**src/rtl/clk_gen_tune_ctrl_if.sv**
```systemverilog
// Configuration, oscillator-tick and status bundle between the calibration
// controller (slave) and its driver / tunable oscillator loop (master).
interface clk_gen_tune_ctrl_if #(
    parameter int unsigned SEL_W = 4,
    parameter int unsigned CNT_W = 12,
    parameter int unsigned WIN_W = 10
);
    logic             start_in;
    logic             track_in;
    logic [SEL_W-1:0] init_sel_in;
    logic [CNT_W-1:0] target_in;
    logic [WIN_W-1:0] window_in;
    logic             osc_tick_in;
    logic [SEL_W-1:0] stage_sel_out;
    logic             busy_out;
    logic             done_out;
    logic             locked_out;
    logic             err_out;
    logic [CNT_W-1:0] count_out;

    modport slave (
        input  start_in, track_in, init_sel_in, target_in, window_in, osc_tick_in,
        output stage_sel_out, busy_out, done_out, locked_out, err_out, count_out
    );

    modport master (
        output start_in, track_in, init_sel_in, target_in, window_in, osc_tick_in,
        input  stage_sel_out, busy_out, done_out, locked_out, err_out, count_out
    );
endinterface

```
**src/rtl/clk_gen_tune_ctrl.sv**
```systemverilog
// Ring-oscillator calibration: settle, count ticks over a window, compare to
// target and step the delay-line code until within tolerance (one-shot or tracking).
module clk_gen_tune_ctrl #(
    parameter int unsigned NUM_STAGES    = 16,
    parameter int unsigned CNT_W         = 12,
    parameter int unsigned WIN_W         = 10,
    parameter int unsigned TOL           = 1,
    parameter int unsigned SETTLE_CYCLES = 4,
    parameter int unsigned MAX_ITER      = 32
) (
    input  logic                 clk_in,
    input  logic                 rst_n_in,
    clk_gen_tune_ctrl_if.slave   bus
);
    localparam int unsigned SEL_W  = $clog2(NUM_STAGES);
    localparam int unsigned SET_W  = (SETTLE_CYCLES > 1) ? $clog2(SETTLE_CYCLES) : 1;
    localparam int unsigned ITER_W = $clog2(MAX_ITER + 1);

    localparam logic [SEL_W-1:0]        SEL_MAX = SEL_W'(NUM_STAGES - 1);
    localparam logic signed [CNT_W:0]   TOL_POS = (CNT_W + 1)'(TOL);
    localparam logic signed [CNT_W:0]   TOL_NEG = -TOL_POS;

    typedef enum logic [2:0] {
        ST_IDLE,
        ST_SETTLE,
        ST_MEASURE,
        ST_EVAL,
        ST_DONE
    } state_e;

    state_e             state_q, state_d;
    logic [SEL_W-1:0]   sel_q, sel_d;
    logic [CNT_W-1:0]   target_q, target_d;
    logic [CNT_W-1:0]   tick_q, tick_d;
    logic [CNT_W-1:0]   count_q, count_d;
    logic [WIN_W-1:0]   window_q, window_d;
    logic [WIN_W-1:0]   win_cnt_q, win_cnt_d;
    logic [SET_W-1:0]   settle_q, settle_d;
    logic [ITER_W-1:0]  iter_q, iter_d;
    logic               busy_q, busy_d;
    logic               done_q, done_d;
    logic               locked_q, locked_d;
    logic               err_q, err_d;

    logic signed [CNT_W:0] diff_c;
    logic [ITER_W-1:0]     iter_inc_c;
    logic [SEL_W-1:0]      init_sel_c;
    logic [WIN_W-1:0]      win_eff_c;

    // Signed error one bit wider than the count so both directions are representable.
    assign diff_c     = $signed({1'b0, tick_q}) - $signed({1'b0, target_q});
    assign iter_inc_c = iter_q + ITER_W'(1);
    assign init_sel_c = ({1'b0, bus.init_sel_in} >= (SEL_W + 1)'(NUM_STAGES)) ? SEL_MAX
                                                                              : bus.init_sel_in;
    assign win_eff_c  = (bus.window_in == '0) ? WIN_W'(1) : bus.window_in;

    always_comb begin
        state_d   = state_q;
        sel_d     = sel_q;
        target_d  = target_q;
        tick_d    = tick_q;
        count_d   = count_q;
        window_d  = window_q;
        win_cnt_d = win_cnt_q;
        settle_d  = settle_q;
        iter_d    = iter_q;
        done_d    = 1'b0;
        locked_d  = locked_q;
        err_d     = err_q;

        case (state_q)
            ST_IDLE, ST_DONE: begin
                if (bus.start_in) begin
                    sel_d    = init_sel_c;
                    target_d = bus.target_in;
                    window_d = win_eff_c;
                    iter_d   = '0;
                    locked_d = 1'b0;
                    err_d    = 1'b0;
                    settle_d = '0;
                    state_d  = ST_SETTLE;
                end
            end
            ST_SETTLE: begin
                if (settle_q == SET_W'(SETTLE_CYCLES - 1)) begin
                    win_cnt_d = '0;
                    tick_d    = '0;
                    state_d   = ST_MEASURE;
                end else begin
                    settle_d = settle_q + SET_W'(1);
                end
            end
            ST_MEASURE: begin
                if (bus.osc_tick_in && (tick_q != '1)) begin
                    tick_d = tick_q + CNT_W'(1);
                end
                if (win_cnt_q == window_q - WIN_W'(1)) begin
                    state_d = ST_EVAL;
                end else begin
                    win_cnt_d = win_cnt_q + WIN_W'(1);
                end
            end
            ST_EVAL: begin
                count_d  = tick_q;
                settle_d = '0;
                if ((diff_c <= TOL_POS) && (diff_c >= TOL_NEG)) begin
                    locked_d = 1'b1;
                    iter_d   = '0;
                    done_d   = 1'b1;
                    state_d  = bus.track_in ? ST_SETTLE : ST_DONE;
                end else begin
                    locked_d = 1'b0;
                    iter_d   = iter_inc_c;
                    // Iteration limit wins over stepping and leaves the code untouched.
                    if (iter_inc_c == ITER_W'(MAX_ITER)) begin
                        err_d   = 1'b1;
                        done_d  = 1'b1;
                        state_d = ST_DONE;
                    end else if (diff_c > TOL_POS) begin
                        if (sel_q < SEL_MAX) begin
                            sel_d   = sel_q + SEL_W'(1);
                            state_d = ST_SETTLE;
                        end else begin
                            err_d   = 1'b1;
                            done_d  = 1'b1;
                            state_d = ST_DONE;
                        end
                    end else begin
                        if (sel_q != '0) begin
                            sel_d   = sel_q - SEL_W'(1);
                            state_d = ST_SETTLE;
                        end else begin
                            err_d   = 1'b1;
                            done_d  = 1'b1;
                            state_d = ST_DONE;
                        end
                    end
                end
            end
            default: state_d = ST_IDLE;
        endcase

        busy_d = (state_d == ST_SETTLE) || (state_d == ST_MEASURE) || (state_d == ST_EVAL);
    end

    always_ff @(posedge clk_in or negedge rst_n_in) begin
        if (!rst_n_in) begin
            state_q   <= ST_IDLE;
            sel_q     <= '0;
            target_q  <= '0;
            tick_q    <= '0;
            count_q   <= '0;
            window_q  <= '0;
            win_cnt_q <= '0;
            settle_q  <= '0;
            iter_q    <= '0;
            busy_q    <= 1'b0;
            done_q    <= 1'b0;
            locked_q  <= 1'b0;
            err_q     <= 1'b0;
        end else begin
            state_q   <= state_d;
            sel_q     <= sel_d;
            target_q  <= target_d;
            tick_q    <= tick_d;
            count_q   <= count_d;
            window_q  <= window_d;
            win_cnt_q <= win_cnt_d;
            settle_q  <= settle_d;
            iter_q    <= iter_d;
            busy_q    <= busy_d;
            done_q    <= done_d;
            locked_q  <= locked_d;
            err_q     <= err_d;
        end
    end

    assign bus.stage_sel_out = sel_q;
    assign bus.busy_out      = busy_q;
    assign bus.done_out      = done_q;
    assign bus.locked_out    = locked_q;
    assign bus.err_out       = err_q;
    assign bus.count_out     = count_q;
endmodule

```
**src/flat_wrapper.sv**
```systemverilog
// flat-port wrapper written by rule: the top's interface ports become plain ports
module clk_gen_tune_ctrl_flat 
#(
    parameter int unsigned NUM_STAGES    = 16,
    parameter int unsigned CNT_W         = 12,
    parameter int unsigned WIN_W         = 10,
    parameter int unsigned TOL           = 1,
    parameter int unsigned SETTLE_CYCLES = 4,
    parameter int unsigned MAX_ITER      = 32
)
  (clk_in, rst_n_in, bus_start_in, bus_track_in, bus_init_sel_in, bus_target_in, bus_window_in, bus_osc_tick_in, bus_stage_sel_out, bus_busy_out, bus_done_out, bus_locked_out, bus_err_out, bus_count_out);
  clk_gen_tune_ctrl_if #(.SEL_W((4)), .CNT_W(CNT_W), .WIN_W(WIN_W)) bus_i ();
  input  logic clk_in;
  input  logic rst_n_in;
  input wire logic [$bits(bus_i.start_in)-1:0] bus_start_in;
  input wire logic [$bits(bus_i.track_in)-1:0] bus_track_in;
  input wire logic [$bits(bus_i.init_sel_in)-1:0] bus_init_sel_in;
  input wire logic [$bits(bus_i.target_in)-1:0] bus_target_in;
  input wire logic [$bits(bus_i.window_in)-1:0] bus_window_in;
  input wire logic [$bits(bus_i.osc_tick_in)-1:0] bus_osc_tick_in;
  output wire logic [$bits(bus_i.stage_sel_out)-1:0] bus_stage_sel_out;
  output wire logic [$bits(bus_i.busy_out)-1:0] bus_busy_out;
  output wire logic [$bits(bus_i.done_out)-1:0] bus_done_out;
  output wire logic [$bits(bus_i.locked_out)-1:0] bus_locked_out;
  output wire logic [$bits(bus_i.err_out)-1:0] bus_err_out;
  output wire logic [$bits(bus_i.count_out)-1:0] bus_count_out;
  assign bus_i.start_in = bus_start_in;
  assign bus_i.track_in = bus_track_in;
  assign bus_i.init_sel_in = bus_init_sel_in;
  assign bus_i.target_in = bus_target_in;
  assign bus_i.window_in = bus_window_in;
  assign bus_i.osc_tick_in = bus_osc_tick_in;
  assign bus_stage_sel_out = bus_i.stage_sel_out;
  assign bus_busy_out = bus_i.busy_out;
  assign bus_done_out = bus_i.done_out;
  assign bus_locked_out = bus_i.locked_out;
  assign bus_err_out = bus_i.err_out;
  assign bus_count_out = bus_i.count_out;
  clk_gen_tune_ctrl #(.NUM_STAGES(NUM_STAGES), .CNT_W(CNT_W), .WIN_W(WIN_W), .TOL(TOL), .SETTLE_CYCLES(SETTLE_CYCLES), .MAX_ITER(MAX_ITER)) u_core (.clk_in(clk_in), .rst_n_in(rst_n_in), .bus(bus_i));
endmodule
```
**config.mk**
```make
export PLATFORM = sky130hd
export DESIGN_NAME = clk_gen_tune_ctrl_flat
export DESIGN_NICKNAME = d
export VERILOG_FILES = /design/src/rtl/clk_gen_tune_ctrl_if.sv /design/src/rtl/clk_gen_tune_ctrl.sv /design/src/flat_wrapper.sv
export SDC_FILE = /design/constraint.sdc
export NUM_CORES = 1
export LEC_CHECK = 0
export CAP_MARGIN = 20
export CORE_ASPECT_RATIO = 0.6
export CORE_MARGIN = 4
export CORE_UTILIZATION = 30
export DETAILED_ROUTE_END_ITERATION = 12
export PLACE_DENSITY = 0.54
export SYNTH_ARGS = -nofsm -noshare
export SYNTH_HDL_FRONTEND = slang
export SYNTH_SLANG_ARGS = --single-unit
```
**constraint.sdc**
```tcl
create_clock -name clk_in -period 4.01 [get_ports clk_in]
set_clock_uncertainty 0.05 [all_clocks]
set_input_delay 0.802 -clock clk_in [delete_from_list [all_inputs] [get_ports clk_in]]
set_output_delay 0.802 -clock clk_in [all_outputs]
set_load 0.05 [all_outputs]
```
==> results of run 1 <==
## power by group
group	internal (mW)	switching, mW	total, mW
logic	0.724	1.13	1.85
registers	0.956	0.202	1.16
clock network	0.499	0.337	0.836
## cells by family (layout without fill, tap and decap cells)
family / count (synthesis) / in the layout
adders and majority gates: 21 / 21
muxes: 6 / 6
DFF: 75 / 75
AOI/OAI and AO/OA: 110 / 110
buffers and inverters: 40 / 102
xor gates and xnor gates: 33 / 33
and+or+nand+nor: 243 / 243
## area by class of cell
class / instances / area (µm²)
clock buffers: 10 / 239
clock inverters: 6 / 63.8
well taps: 198 / 248
fillers: 1476 / 9050
inverters: 23 / 86.3
multi-input cells: 413 / 2620
repair buffers: 63 / 616
flip-flops and latches: 75 / 1880
## layer usage
layer | part of all wire (%) | vias to the layer above | track usage (%)
li1 | - | 1967 | -
met1 | 54 | 1876 | 22.1
met2 | 40 | 94 | 20.3
met3 | 4.9 | 6 | 3.53
met4 | 0.25 | 0 | 2.84
met5 | 0 | - | 0
## final timing paths
| kind | startpoint | end | slack [ps] | cells past startpoint |
|---|---|---|---|---|
| setup / recovery | u_core.tick_q[0] | u_core.bus.stage_sel_out[3] | 200 | 16 |
| hold / removal | rst_n_in | u_core.target_q[6] | 270 | 1 |
| setup reg to reg | u_core.tick_q[0] | u_core.bus.stage_sel_out[3] | 200 | 16 |
| hold reg to reg | u_core.bus.count_out[7] | u_core.bus.count_out[7] | 430 | 2 |
| max in group asynchronous | rst_n_in | u_core.iter_q[0] | 3060 | 2 |
| min in group clk_in | u_core.bus.count_out[7] | u_core.bus.count_out[7] | 430 | 2 |
## registers in the layout (all words and copies together) (netlist names)
signal                    flops
u_core.state_q                3
u_core.iter_q                 6
u_core.bus.busy_out           1
u_core.bus.locked_out         1
u_core.bus.stage_sel_out      4
u_core.window_q              10
u_core.tick_q                12
u_core.win_cnt_q             10
u_core.bus.err_out            1
u_core.bus.count_out         12
u_core.target_q              12
u_core.settle_q               2
u_core.bus.done_out           1
## synthesized netlist by cell type (all sizes together) (3+ instances only)
master / number
a21o: 10
nor2b: 4
xor2: 18
and2: 5
a211o: 3
a211oi: 3
buf: 4
ha: 19
and3: 5
o211ai: 3
dfrtp: 75
nor3: 17
nor2: 43
o2111ai: 4
a21oi: 21
clkbuf: 13
nand4: 10
o21ai: 43
or3: 11
or2: 4
mux2i: 3
nor4: 6
nand3: 19
nand2b: 5
inv: 23
nand2: 102
mux2: 3
xnor2: 15
## per-stage QoR
| stage | cell area, µm² | setup slack (ps) | utilization (%) |
|---|---|---|---|
| after floorplan | 4620 | 369 | - |
| after global placement | 5370 | 216 | 36.3 |
| after detailed placement | 5370 | 128 | 36.3 |
| after CTS | 5680 | 98.5 | 38.3 |
| after global routing | 5750 | 17.8 | 38.9 |
| final | 5750 | 202 | 38.9 |
## timing repair
action	CTS	global route
setup buffers	0	2
setup endpoints to repair	0	3
resized for setup	0	5
## worst register-to-register path, cell delays in order (launching register included)
cell	delay, ps
sky130_fd_sc_hd__dfrtp_1	380
sky130_fd_sc_hd__inv_1	90
sky130_fd_sc_hd__ha_1	220
sky130_fd_sc_hd__fa_1	410
sky130_fd_sc_hd__nand2b_4	170
sky130_fd_sc_hd__a211oi_4	360
sky130_fd_sc_hd__o41ai_2	140
sky130_fd_sc_hd__xor2_2	240
sky130_fd_sc_hd__or3b_4	440
sky130_fd_sc_hd__o21ai_4	140
sky130_fd_sc_hd__ha_1	240
sky130_fd_sc_hd__a21o_1	200
sky130_fd_sc_hd__a21oi_2	160
sky130_fd_sc_hd__nand2_1	80
sky130_fd_sc_hd__o22ai_2	140
sky130_fd_sc_hd__a21o_1	130
sky130_fd_sc_hd__nand3_1	80
==> impl_metrics.prom, run 1 <==
# TYPE chip_impl_metric gauge
chip_impl_info{name="cp-end-kind",value="register"} 1
chip_impl_metric{name="finalHoldWorstSlack",unit="ps"} 275
chip_impl_info{name="cts_tree",value="done"} 1
chip_impl_metric{name="cp_slowest_stage_delay",unit="ps"} 440
chip_impl_metric{name="crit_path_max_fanout",unit=""} 5
chip_impl_metric{name="post-route-period-util",unit="%"} 95.0
chip_impl_metric{name="cts_htree_levels",unit=""} 3
chip_impl_metric{name="clock-sinks",unit=""} 75
chip_impl_metric{name="synth-compound-area-share",unit="%"} 16.5
chip_impl_metric{name="first_global_vias",unit=""} 3894
chip_impl_metric{name="finalCriticalPeriod",unit="ps"} 3810
chip_impl_metric{name="drc",unit=""} 0
chip_impl_metric{name="yosys.cell_types.count",unit=""} 71
chip_impl_metric{name="remaining_antenna_violation_count",unit=""} 0
chip_impl_metric{name="finalMaxSlewViolations",unit=""} 0
chip_impl_metric{name="n_antenna_cell",unit=""} 0
chip_impl_metric{name="synth-warning-count",unit=""} 0
chip_impl_metric{name="fp.dieW",unit="µm"} 168
chip_impl_metric{name="gr-usage-all-layers",unit="%"} 14.4
chip_impl_metric{name="finalHoldViolCount",unit=""} 0
chip_impl_metric{name="yosysTopAreaCellShare",unit="%"} 40.6
chip_impl_metric{name="timing_worst_slew_pin_value",unit="ps"} 629
chip_impl_metric{name="number_of_flops_mapped_to_enable_cells_by_yosys",unit=""} 0
chip_impl_info{name="cpMaxStageDelayCell",value="sky130_fd_sc_hd__or3b_4"} 1
chip_impl_info{name="crit_path_start_kind",value="register"} 1
chip_impl_metric{name="detailroute.via_count",unit=""} 3943
chip_impl_info{name="dominant_combinational_cell_family_by_area_after_synthesis",value="simple AND/OR/NAND/NOR gates"} 1
chip_impl_info{name="cells_along_the_critical_path",value="inv_1 -> ha_1 -> fa_1 -> nand2b_4 -> a211oi_4 -> o41ai_2 -> xor2_2 -> or3b_4 -> o21ai_4 -> ha_1 -> a21o_1 -> a21oi_2 -> nand2_1 -> o22ai_2 -> a21o_1 -> nand3_1"} 1
chip_impl_metric{name="muxShareOfSynthArea",unit="%"} 1.62
chip_impl_metric{name="pwr_density_cell",unit="nW/µm²"} 669
chip_impl_metric{name="path_clk_slew",unit="ps"} 70
chip_impl_metric{name="routed_wl",unit="µm"} 12400
chip_impl_metric{name="power.ir.vdd_worst",unit="mV"} 0.253
chip_impl_metric{name="area_of_the_mapped_netlist",unit="µm²"} 4620
chip_impl_metric{name="synth_fa_ha_area_share",unit="%"} 6.01
chip_impl_metric{name="yosys.area_share.simple",unit="%"} 25.5
chip_impl_info{name="synth_flop_cell",value="sky130_fd_sc_hd__dfrtp_1"} 1
chip_impl_metric{name="timing.fmax",unit="MHz"} 263
chip_impl_metric{name="cap_violations",unit=""} 0
chip_impl_metric{name="synthArstFlopShare",unit="%"} 100
chip_impl_metric{name="cellLeakagePower",unit="nW"} 2.56
chip_impl_info{name="timing.critical_path.max_delay_family",value="compound AO/OA/AOI/OAI gates"} 1
chip_impl_metric{name="wire_length_of_the_first_global_routing_pass",unit="µm"} 20400
chip_impl_metric{name="final.setup.tns",unit="ps"} 0
chip_impl_metric{name="share_of_layout_cells_above_drive_strength_1",unit="%"} 9.83
chip_impl_metric{name="arrival",unit="ps"} 3970
chip_impl_metric{name="io_buffers",unit=""} 50
chip_impl_metric{name="syn_inst",unit=""} 528
chip_impl_info{name="synth_top_cell_by_area",value="sky130_fd_sc_hd__dfrtp_1"} 1
chip_impl_info{name="crit_type",value="register to register"} 1
chip_impl_metric{name="drt-pass1-iter-count",unit=""} 5
chip_impl_metric{name="num-nets-final",unit=""} 637
chip_impl_metric{name="area_growth",unit="%"} 24.4
chip_impl_metric{name="vias_per_cell",unit=""} 5.00
chip_impl_metric{name="numCtsBuffers",unit=""} 9
chip_impl_metric{name="place.detailed.hpwl",unit="µm"} 9280
chip_impl_metric{name="critPathBufInv",unit=""} 1
chip_impl_info{name="mostFrequentLayoutCell",value="sky130_fd_sc_hd__nand2_1"} 1
chip_impl_metric{name="post-place-cells",unit=""} 769
chip_impl_metric{name="worst-endpoint-required",unit="ps"} 4170
chip_impl_metric{name="synth-xor-area-share",unit="%"} 6.41
chip_impl_metric{name="cts.path.max_buffers",unit=""} 2
chip_impl_metric{name="wl_per_cell",unit="µm"} 15.7
chip_impl_metric{name="syn_avg_cell_area",unit="µm²"} 8.76
chip_impl_metric{name="grt_overflow",unit=""} 0
chip_impl_info{name="clk_root_buffer_cell",value="sky130_fd_sc_hd__clkbuf_16"} 1
chip_impl_info{name="rsz0062_at_grt",value="false"} 1
chip_impl_metric{name="die_y",unit="µm"} 104
chip_impl_metric{name="timing.max_slew.rel_slack",unit="%"} 57.7
chip_impl_metric{name="floorplan.initialDensity",unit="%"} 31.2
chip_impl_metric{name="dieArea",unit="µm²"} 17500
chip_impl_metric{name="final_cell_count_no_fill",unit=""} 788
chip_impl_metric{name="dr.first_iter.drc_count",unit=""} 254
chip_impl_metric{name="antenna_found_initial",unit=""} 0
chip_impl_metric{name="synth_nets",unit=""} 580
chip_impl_metric{name="synthesized_flop_and_latch_total",unit=""} 75
chip_impl_metric{name="floorplan.core_area",unit="µm²"} 14800
chip_impl_info{name="run_status",value="finished, final reports clean"} 1
chip_impl_info{name="hold_path.class",value="primary input to asynchronous set/reset pin"} 1
chip_impl_info{name="most-common-layout-cells",value="102 x sky130_fd_sc_hd__nand2_1, 75 x sky130_fd_sc_hd__dfrtp_1, 49 x sky130_fd_sc_hd__clkdlybuf4s50_1"} 1
chip_impl_metric{name="gpl.final_weighted_congestion",unit=""} 0.853
chip_impl_metric{name="finalPower",unit="mW"} 3.85
chip_impl_info{name="netlist_top_cells_area",value="sky130_fd_sc_hd__dfrtp_1 41%, sky130_fd_sc_hd__nand2_1 8.3%, sky130_fd_sc_hd__ha_1 5.1%, sky130_fd_sc_hd__o21ai_0 4.2%, sky130_fd_sc_hd__nor2_1 3.3%"} 1
chip_impl_metric{name="post_cts_hold_buffer_count",unit=""} 0
chip_impl_metric{name="ys_seq_area_share",unit="%"} 40.6
chip_impl_metric{name="io-pin-count",unit=""} 51
chip_impl_metric{name="timing.final.setup_violations",unit=""} 0
chip_impl_metric{name="worstSkewPairLatency",unit="ps"} 340
chip_impl_metric{name="floorplan.rows",unit=""} 34
chip_impl_metric{name="maximum_number_of_pins_on_one_net_before_global_route_repair",unit=""} 76
Note: power is estimated with default switching activity, not from simulation.
==> run 2, diff against run 1 <==
Settings changed: TNS_END_PERCENT set to 10.
==> results of run 2 <==
The final DEF is identical to that of run 1; final timing and power are the same.
